--- src/rtl/inst_sram_responder_pkg.sv ---
// Shared types and constants for the instruction SRAM responder.
//   state_e             : read FSM states (IDLE, RD_LO, RD_HI)
//   NOP_WORD            : value driven on instruction while ready is low
//   DEFAULT_WAIT_CYCLES : default extra wait cycles per half-word read
package inst_sram_responder_pkg;

  typedef enum logic [1:0] {
    IDLE  = 2'd0,
    RD_LO = 2'd1,
    RD_HI = 2'd2
  } state_e;

  localparam logic [31:0] NOP_WORD            = 32'h0;
  localparam int unsigned DEFAULT_WAIT_CYCLES = 2;

endpackage

--- src/rtl/inst_sram_responder_timer.sv ---
// Wait-state counter shared by both half-word read states.
// Ports:
//   clk, rst : clock, asynchronous active-high reset
//   start_i  : clear the counter (takes priority over run_i)
//   run_i    : a read cycle is in progress; count up
//   done_o   : high during the last cycle of a half-word read
module sram_read_timer
  import inst_sram_responder_pkg::*;
#(
  parameter int unsigned WAIT_CYCLES = DEFAULT_WAIT_CYCLES
) (
  input  logic clk,
  input  logic rst,
  input  logic start_i,
  input  logic run_i,
  output logic done_o
);

  logic [3:0] cnt_q, cnt_d;

  always_comb begin
    cnt_d = cnt_q;
    if (start_i) begin
      cnt_d = '0;
    end else if (run_i) begin
      cnt_d = cnt_q + 4'd1;
    end
  end

  always_ff @(posedge clk or posedge rst) begin
    if (rst) begin
      cnt_q <= '0;
    end else begin
      cnt_q <= cnt_d;
    end
  end

  assign done_o = run_i && (cnt_q == 4'(WAIT_CYCLES));

endmodule

--- src/rtl/inst_sram_responder.sv ---
// Instruction fetch responder backed by a 16-bit asynchronous SRAM.
// Each 32-bit word is read as two half-words (low then high); the last
// fetched word is buffered so repeat fetches are served combinationally.
// Optional macro INST_SRAM_PREFETCH_EN: two-entry buffer plus next-word
// prefetch after every demand fill.
// Ports:
//   clk, rst     : clock, asynchronous active-high reset
//   fetch_req    : fetch stage requests the word at fetch_addr
//   fetch_addr   : byte address, bits [1:0] ignored
//   flush        : abort any in-flight read
//   ready        : instruction valid for fetch_addr this cycle
//   instruction  : fetched word, zero when ready is low
//   sram_addr    : half-word SRAM address
//   sram_dq      : SRAM read data
//   sram_ce_n    : SRAM chip enable (active low)
//   sram_oe_n    : SRAM output enable (active low)
module inst_sram_responder
  import inst_sram_responder_pkg::*;
#(
  parameter int unsigned WAIT_CYCLES = DEFAULT_WAIT_CYCLES,
  parameter int unsigned SRAM_AW     = 18
) (
  input  logic               clk,
  input  logic               rst,
  input  logic               fetch_req,
  input  logic [31:0]        fetch_addr,
  input  logic               flush,
  output logic               ready,
  output logic [31:0]        instruction,
  output logic [SRAM_AW-1:0] sram_addr,
  input  logic [15:0]        sram_dq,
  output logic               sram_ce_n,
  output logic               sram_oe_n
);

  localparam int unsigned WAW = SRAM_AW - 1;

  state_e         state_q, state_d;
  logic [WAW-1:0] wa, req_addr_q, req_addr_d;
  logic [15:0]    lo_q, lo_d;
  logic [31:0]    buf_word;
  logic           busy, done;
  logic           unused_addr_bits;

  assign wa               = fetch_addr[SRAM_AW:2];
  assign unused_addr_bits = ^{fetch_addr[31:SRAM_AW+1], fetch_addr[1:0]};
  assign busy             = (state_q != IDLE);

  // Counter is held clear while idle and restarts on every half-word boundary.
  sram_read_timer #(.WAIT_CYCLES(WAIT_CYCLES)) u_timer (
    .clk    (clk),
    .rst    (rst),
    .start_i(~busy | flush | done),
    .run_i  (busy),
    .done_o (done)
  );

  always_comb begin
    sram_addr = '0;
    if (state_q == RD_LO) begin
      sram_addr = {req_addr_q, 1'b0};
    end else if (state_q == RD_HI) begin
      sram_addr = {req_addr_q, 1'b1};
    end
  end

  assign sram_ce_n   = ~busy;
  assign sram_oe_n   = ~busy;
  assign instruction = ready ? buf_word : NOP_WORD;

`ifdef INST_SRAM_PREFETCH_EN
  logic [1:0]            buf_valid_q, buf_valid_d;
  logic [1:0][WAW-1:0]   buf_addr_q, buf_addr_d;
  logic [1:0][31:0]      buf_data_q, buf_data_d;
  logic                  mru_q, mru_d, tgt_q, tgt_d, pf_q, pf_d;
  logic [1:0]            ent_hit;
  logic                  hit, hit_idx, pf_wait;

  assign ent_hit[0] = buf_valid_q[0] && (buf_addr_q[0] == wa);
  assign ent_hit[1] = buf_valid_q[1] && (buf_addr_q[1] == wa);
  assign hit        = fetch_req && (|ent_hit);
  assign hit_idx    = ~ent_hit[0];
  // The prefetch victim is invalidated at prefetch start, so a hit while
  // prefetching is always to the other entry and can be served directly.
  assign ready      = hit && (~busy || pf_q);
  assign buf_word   = buf_data_q[hit_idx];
  assign pf_wait    = fetch_req && (wa == req_addr_q);

  always_comb begin
    state_d     = state_q;
    req_addr_d  = req_addr_q;
    lo_d        = lo_q;
    buf_valid_d = buf_valid_q;
    buf_addr_d  = buf_addr_q;
    buf_data_d  = buf_data_q;
    mru_d       = mru_q;
    tgt_d       = tgt_q;
    pf_d        = pf_q;
    if (ready) begin
      mru_d = hit_idx;
    end
    case (state_q)
      IDLE: begin
        if (fetch_req && !hit && !flush) begin
          req_addr_d = wa;
          tgt_d      = ~mru_q;
          pf_d       = 1'b0;
          state_d    = RD_LO;
        end
      end
      RD_LO, RD_HI: begin
        if (flush || (pf_q && fetch_req && !hit && !pf_wait)) begin
          pf_d    = 1'b0;
          state_d = IDLE;
        end else if (done) begin
          if (state_q == RD_LO) begin
            lo_d    = sram_dq;
            state_d = RD_HI;
          end else begin
            buf_data_d[tgt_q]  = {sram_dq, lo_q};
            buf_addr_d[tgt_q]  = req_addr_q;
            buf_valid_d[tgt_q] = 1'b1;
            if (pf_q) begin
              pf_d    = 1'b0;
              state_d = IDLE;
            end else begin
              mru_d               = tgt_q;
              tgt_d               = ~tgt_q;
              buf_valid_d[~tgt_q] = 1'b0;
              req_addr_d          = req_addr_q + WAW'(1);
              pf_d                = 1'b1;
              state_d             = RD_LO;
            end
          end
        end
      end
      default: state_d = IDLE;
    endcase
  end

  always_ff @(posedge clk or posedge rst) begin
    if (rst) begin
      buf_valid_q <= '0;
      buf_addr_q  <= '0;
      buf_data_q  <= '0;
      mru_q       <= 1'b0;
      tgt_q       <= 1'b0;
      pf_q        <= 1'b0;
    end else begin
      buf_valid_q <= buf_valid_d;
      buf_addr_q  <= buf_addr_d;
      buf_data_q  <= buf_data_d;
      mru_q       <= mru_d;
      tgt_q       <= tgt_d;
      pf_q        <= pf_d;
    end
  end
`else
  logic           buf_valid_q, buf_valid_d;
  logic [WAW-1:0] buf_addr_q, buf_addr_d;
  logic [31:0]    buf_data_q, buf_data_d;
  logic           hit;

  assign hit      = fetch_req && buf_valid_q && (buf_addr_q == wa);
  assign ready    = ~busy && hit;
  assign buf_word = buf_data_q;

  always_comb begin
    state_d     = state_q;
    req_addr_d  = req_addr_q;
    lo_d        = lo_q;
    buf_valid_d = buf_valid_q;
    buf_addr_d  = buf_addr_q;
    buf_data_d  = buf_data_q;
    case (state_q)
      IDLE: begin
        if (fetch_req && !hit && !flush) begin
          req_addr_d = wa;
          state_d    = RD_LO;
        end
      end
      RD_LO: begin
        if (flush) begin
          state_d = IDLE;
        end else if (done) begin
          lo_d    = sram_dq;
          state_d = RD_HI;
        end
      end
      RD_HI: begin
        if (flush) begin
          state_d = IDLE;
        end else if (done) begin
          buf_data_d  = {sram_dq, lo_q};
          buf_addr_d  = req_addr_q;
          buf_valid_d = 1'b1;
          state_d     = IDLE;
        end
      end
      default: state_d = IDLE;
    endcase
  end

  always_ff @(posedge clk or posedge rst) begin
    if (rst) begin
      buf_valid_q <= 1'b0;
      buf_addr_q  <= '0;
      buf_data_q  <= '0;
    end else begin
      buf_valid_q <= buf_valid_d;
      buf_addr_q  <= buf_addr_d;
      buf_data_q  <= buf_data_d;
    end
  end
`endif

  always_ff @(posedge clk or posedge rst) begin
    if (rst) begin
      state_q    <= IDLE;
      req_addr_q <= '0;
      lo_q       <= '0;
    end else begin
      state_q    <= state_d;
      req_addr_q <= req_addr_d;
      lo_q       <= lo_d;
    end
  end

endmodule

--- config.mk ---
export PLATFORM = sky130hd
export DESIGN_NAME = inst_sram_responder
export DESIGN_NICKNAME = d
export VERILOG_FILES = /design/src/rtl/inst_sram_responder_pkg.sv /design/src/rtl/inst_sram_responder_timer.sv /design/src/rtl/inst_sram_responder.sv
export SDC_FILE = /design/constraint.sdc
export NUM_CORES = 1
export LEC_CHECK = 0
export CELL_PAD_IN_SITES_DETAIL_PLACEMENT = 1
export CELL_PAD_IN_SITES_GLOBAL_PLACEMENT = 2
export CORE_ASPECT_RATIO = 1.75
export CORE_MARGIN = 10
export CORE_UTILIZATION = 32
export CTS_CLUSTER_DIAMETER = 200
export DETAILED_ROUTE_END_ITERATION = 10
export PLACE_DENSITY_LB_ADDON = 0.1
export SLEW_MARGIN = 20
export SYNTH_ARGS = -nofsm -noshare
export SYNTH_HDL_FRONTEND = slang
export SYNTH_SLANG_ARGS = --single-unit
--- constraint.sdc ---
create_clock -name clk -period 4.1 [get_ports clk]
set_input_delay 0.82 -clock clk [delete_from_list [all_inputs] [get_ports clk]]
set_output_delay 0.82 -clock clk [all_outputs]
set_load 0.1 [all_outputs]
==> results.md <==
- Status: complete, no violations
- Starting Density: 32.5%
- Port Buf Inserts: 89
- Iteration-0 DRC Markers: 41
- Die X: 103 um
- Largest net degree at the start of global routing: 60
- H-tree Lvls: 3
- Post-synth top flop: dfrtp_1
- Async SR Flop Fraction: 100%
- Syn nets: 338
- Multiplexer share of the synthesized area: 23.9%
- Max-slew headroom: 34.6%
- Tot GR Track Use: 11.3%
- Number of distinct library cells after synthesis: 27
- Reg2Reg Setup Slack: 1.72 ns
- Synth Area in Simple Gates: 11.1%
- WP data arrival: 3.03 ns
- Min cycle time layout: 3.85 ns
- Tcrit/Tclk final: 94.0%
- Max clock buf depth: 2
- Placer Congestion: 0.695
- Num ports: 105
- Syn Area/Cell: 13.7 um2
- Startpoint class of the critical path: primary input
- Ys Warns: 0
- Mapped Cells: 284
- Worst-path clk slew: 0.06 ns
- RSZ-0062 raised after global routing: false
- Count leader, synth: dfrtp_1
- Routed Wire Length: 9.23 mm
- Initial antenna violation count: 0
- Worst setup path class: primary input to output port
- R2r startpoint: u_timer.cnt_q[0]$_DFFE_PP0P_
- Largest area contributor in the netlist: dfrtp_1
- Hold Path Class: register to register
- Post-Synth Adder-Cell Area: 0.642%
- Drt pass-1 iters: 2
- Final worst setup slack: 0.246 ns
- Core area: 0.0120 mm2
- CTS tree: done
- Root buf cell: clkbuf_16
- Site row count: 53
- Worst hold stages: 1
- Top-area cell type share of the netlist area: 57.1%
- Num CTS Buffers: 9
- Hold_ws: 0.490 ns
- DIE HEIGHT: 166 um
- Cts hold-fix bufs: 0
- Xor/xnor share of the synthesized area: 4.27%
- Post_cts resized: 0
- Area of the mapped netlist: 0.00390 mm2
- First-pass GRT wire length: 15.1 mm
- Worst-Skew Late Latency: 0.33 ns
- Main combinational cell family by area after synthesis: multiplexers
- Remaining antenna violation count: 0
- Endpoint class of the critical path: output port
- Post-CTS Setup Bufs: 0
- Placement Setup Slack: 0.164 ns
- Top post-synthesis cells by count: dfrtp_1 (89), mux2_2 (73), and2_1 (50)
- Footprint of the multi-input gates: 0.00161 mm2
- Diode count: 0
- CTS sink count: 89
- Vias in the first global route: 2938
- Die area: 0.0172 mm2
- Flops & latches, synth: 89
- Setup Skew: 0.00784 ns
- Sequential cell area: 0.00223 mm2
- Filler cells: 1209
- Setup violators final: 0
- Fin util: 47.1%
- Leakage: 2.70 nW
- GR Overflow Total: 0
- Max_cap viols: 0
- Capture point of the worst reg-to-reg path: buf_data_q[19]$_DFFE_PP0P_
- Hold Violations, Final: 0
- Setup_tns: 0 ns
- Worst Max-Slew Pin Slew: 0.978 ns
- FF-to-FF path depth: 7
- Post-synth EDFFs: 0
- Critical Path RT: 3.28 ns
- Worst vdd ir: 0.205 mV
- Design Power: 2.24 mW
- Synth Area in Compound Gates: 1.06%
- Layout cells sized above 1: 39.3%
- Vias/cell: 4.50
- Wire length per cell: 16.8 um
- Top achievable clock speed: 260 MHz
- Pwr dens: 396 mW/mm2
- Final Max Tran Viols: 0
- Worst hold start: u_timer.cnt_q[0]$_DFFE_PP0P_
- P&R area growth vs syn: 45.1%
- Max Fanout on Critical Path: 33
- Hold path endpoint: u_timer.cnt_q[0]$_DFFE_PP0P_
- Overall via count from detail_route: 2468
- # DRC: 0
- Register area share after synthesis: 57.1%
- Post-DP HPWL: 6.82 mm
- Cells taking the most area after synthesis: dfrtp_1 (57%), mux2_2 (21%), and2_1 (8.0%)
- # nets final: 434
## layer usage
layer	part of all wire (%)	global-route usage [%]	wire length, um	vias to the layer above
met3	4.4	3.08	406	11
li1	-	-	-	1153
met5	0	0	0	-
met4	1.6	4.19	150	0
met2	55	20.6	5070	59
met1	39	11.8	3610	1245
## worst max path at each step
stage	start	end	slack [ns]	cells after the start
floorplan	fetch_addr[17]	instruction[22]	0.15	6
global placement	fetch_addr[17]	instruction[14]	0.17	9
detailed placement	fetch_addr[17]	instruction[14]	0.16	9
CTS	fetch_addr[17]	instruction[14]	0.17	9
global route	fetch_addr[17]	instruction[0]	0.04	9
finish	fetch_addr[16]	instruction[14]	0.25	10
## logic make-up (layout without fill, tap and decap cells)
| logic type | count (synthesis) | after routing |
|---|---|---|
| muxes | 83 | 83 |
| and+or+nand+nor | 72 | 72 |
| xor gates and xnor gates | 19 | 19 |
| AOI/OAI and AO/OA | 3 | 3 |
| adders and majority gates | 2 | 2 |
| DFF | 89 | 89 |
| buffers and inverters | 16 | 116 |
## power breakdown
group	switching, mW	internal [mW]	leakage (nW)	total, mW
registers	0.0386	0.939	1.20	0.978
clock network	0.323	0.547	0.153	0.870
logic	0.264	0.128	1.35	0.391
total	0.626	1.61	2.70	2.24
## flip-flops by register name (all words and copies together), names as in the netlist
signal	flops
buf_data_q	32
lo_q	16
req_addr_q	17
buf_valid_q	1
state_q	2
buf_addr_q	17
u_timer.cnt_q	4
## through the flow
stage	instance area, um2	std cells
2_1_floorplan	3900	284
3_3_place_gp	5340	534
3_5_place_dp	5340	534
4_1_cts	5650	549
5_1_grt	5660	549
6_report	5660	549
## critical path, cell delays in order
cell             delay [ns]
clkdlybuf4s50_1        0.44
xor2_1                 0.21
nor4_1                 0.29
buf_4                  0.16
nand3_1                0.06
buf_4                  0.17
nor4_4                 0.25
buf_12                 0.21
and2_1                 0.21
buf_12                 0.19
## layout make-up
type | instances | area share, %
Sequential cell | 89 | 39.4
Clock inverter | 3 | 1.15
Multi-Input combinational cell | 179 | 28.5
Inverter | 3 | 0.243
Clock buffer | 12 | 4.36
Tap cell | 165 | 3.65
Timing Repair Buffer | 98 | 22.7
## cell usage in the layout, fill, tap and decap left out, drive strengths merged
cell type,synthesis,layout
xor2,17,17
ha,2,2
a21bo,1,1
o21ai,1,1
or2,1,1
and2,50,50
clkinv,0,1
clkbuf,5,12
nor4,5,5
nand2,2,2
buf,8,59
dfrtp,89,89
mux2i,1,1
nand2b,1,1
inv,3,3
nor2b,2,2
nor3b,1,1
o2111ai,1,1
nand3,2,2
xnor2,2,2
nor2,7,7
nand4,1,1
bufinv,0,2
mux2,82,82
clkdlybuf4s50,0,39
No activity file was read; power rests on OpenSTA's default activity.
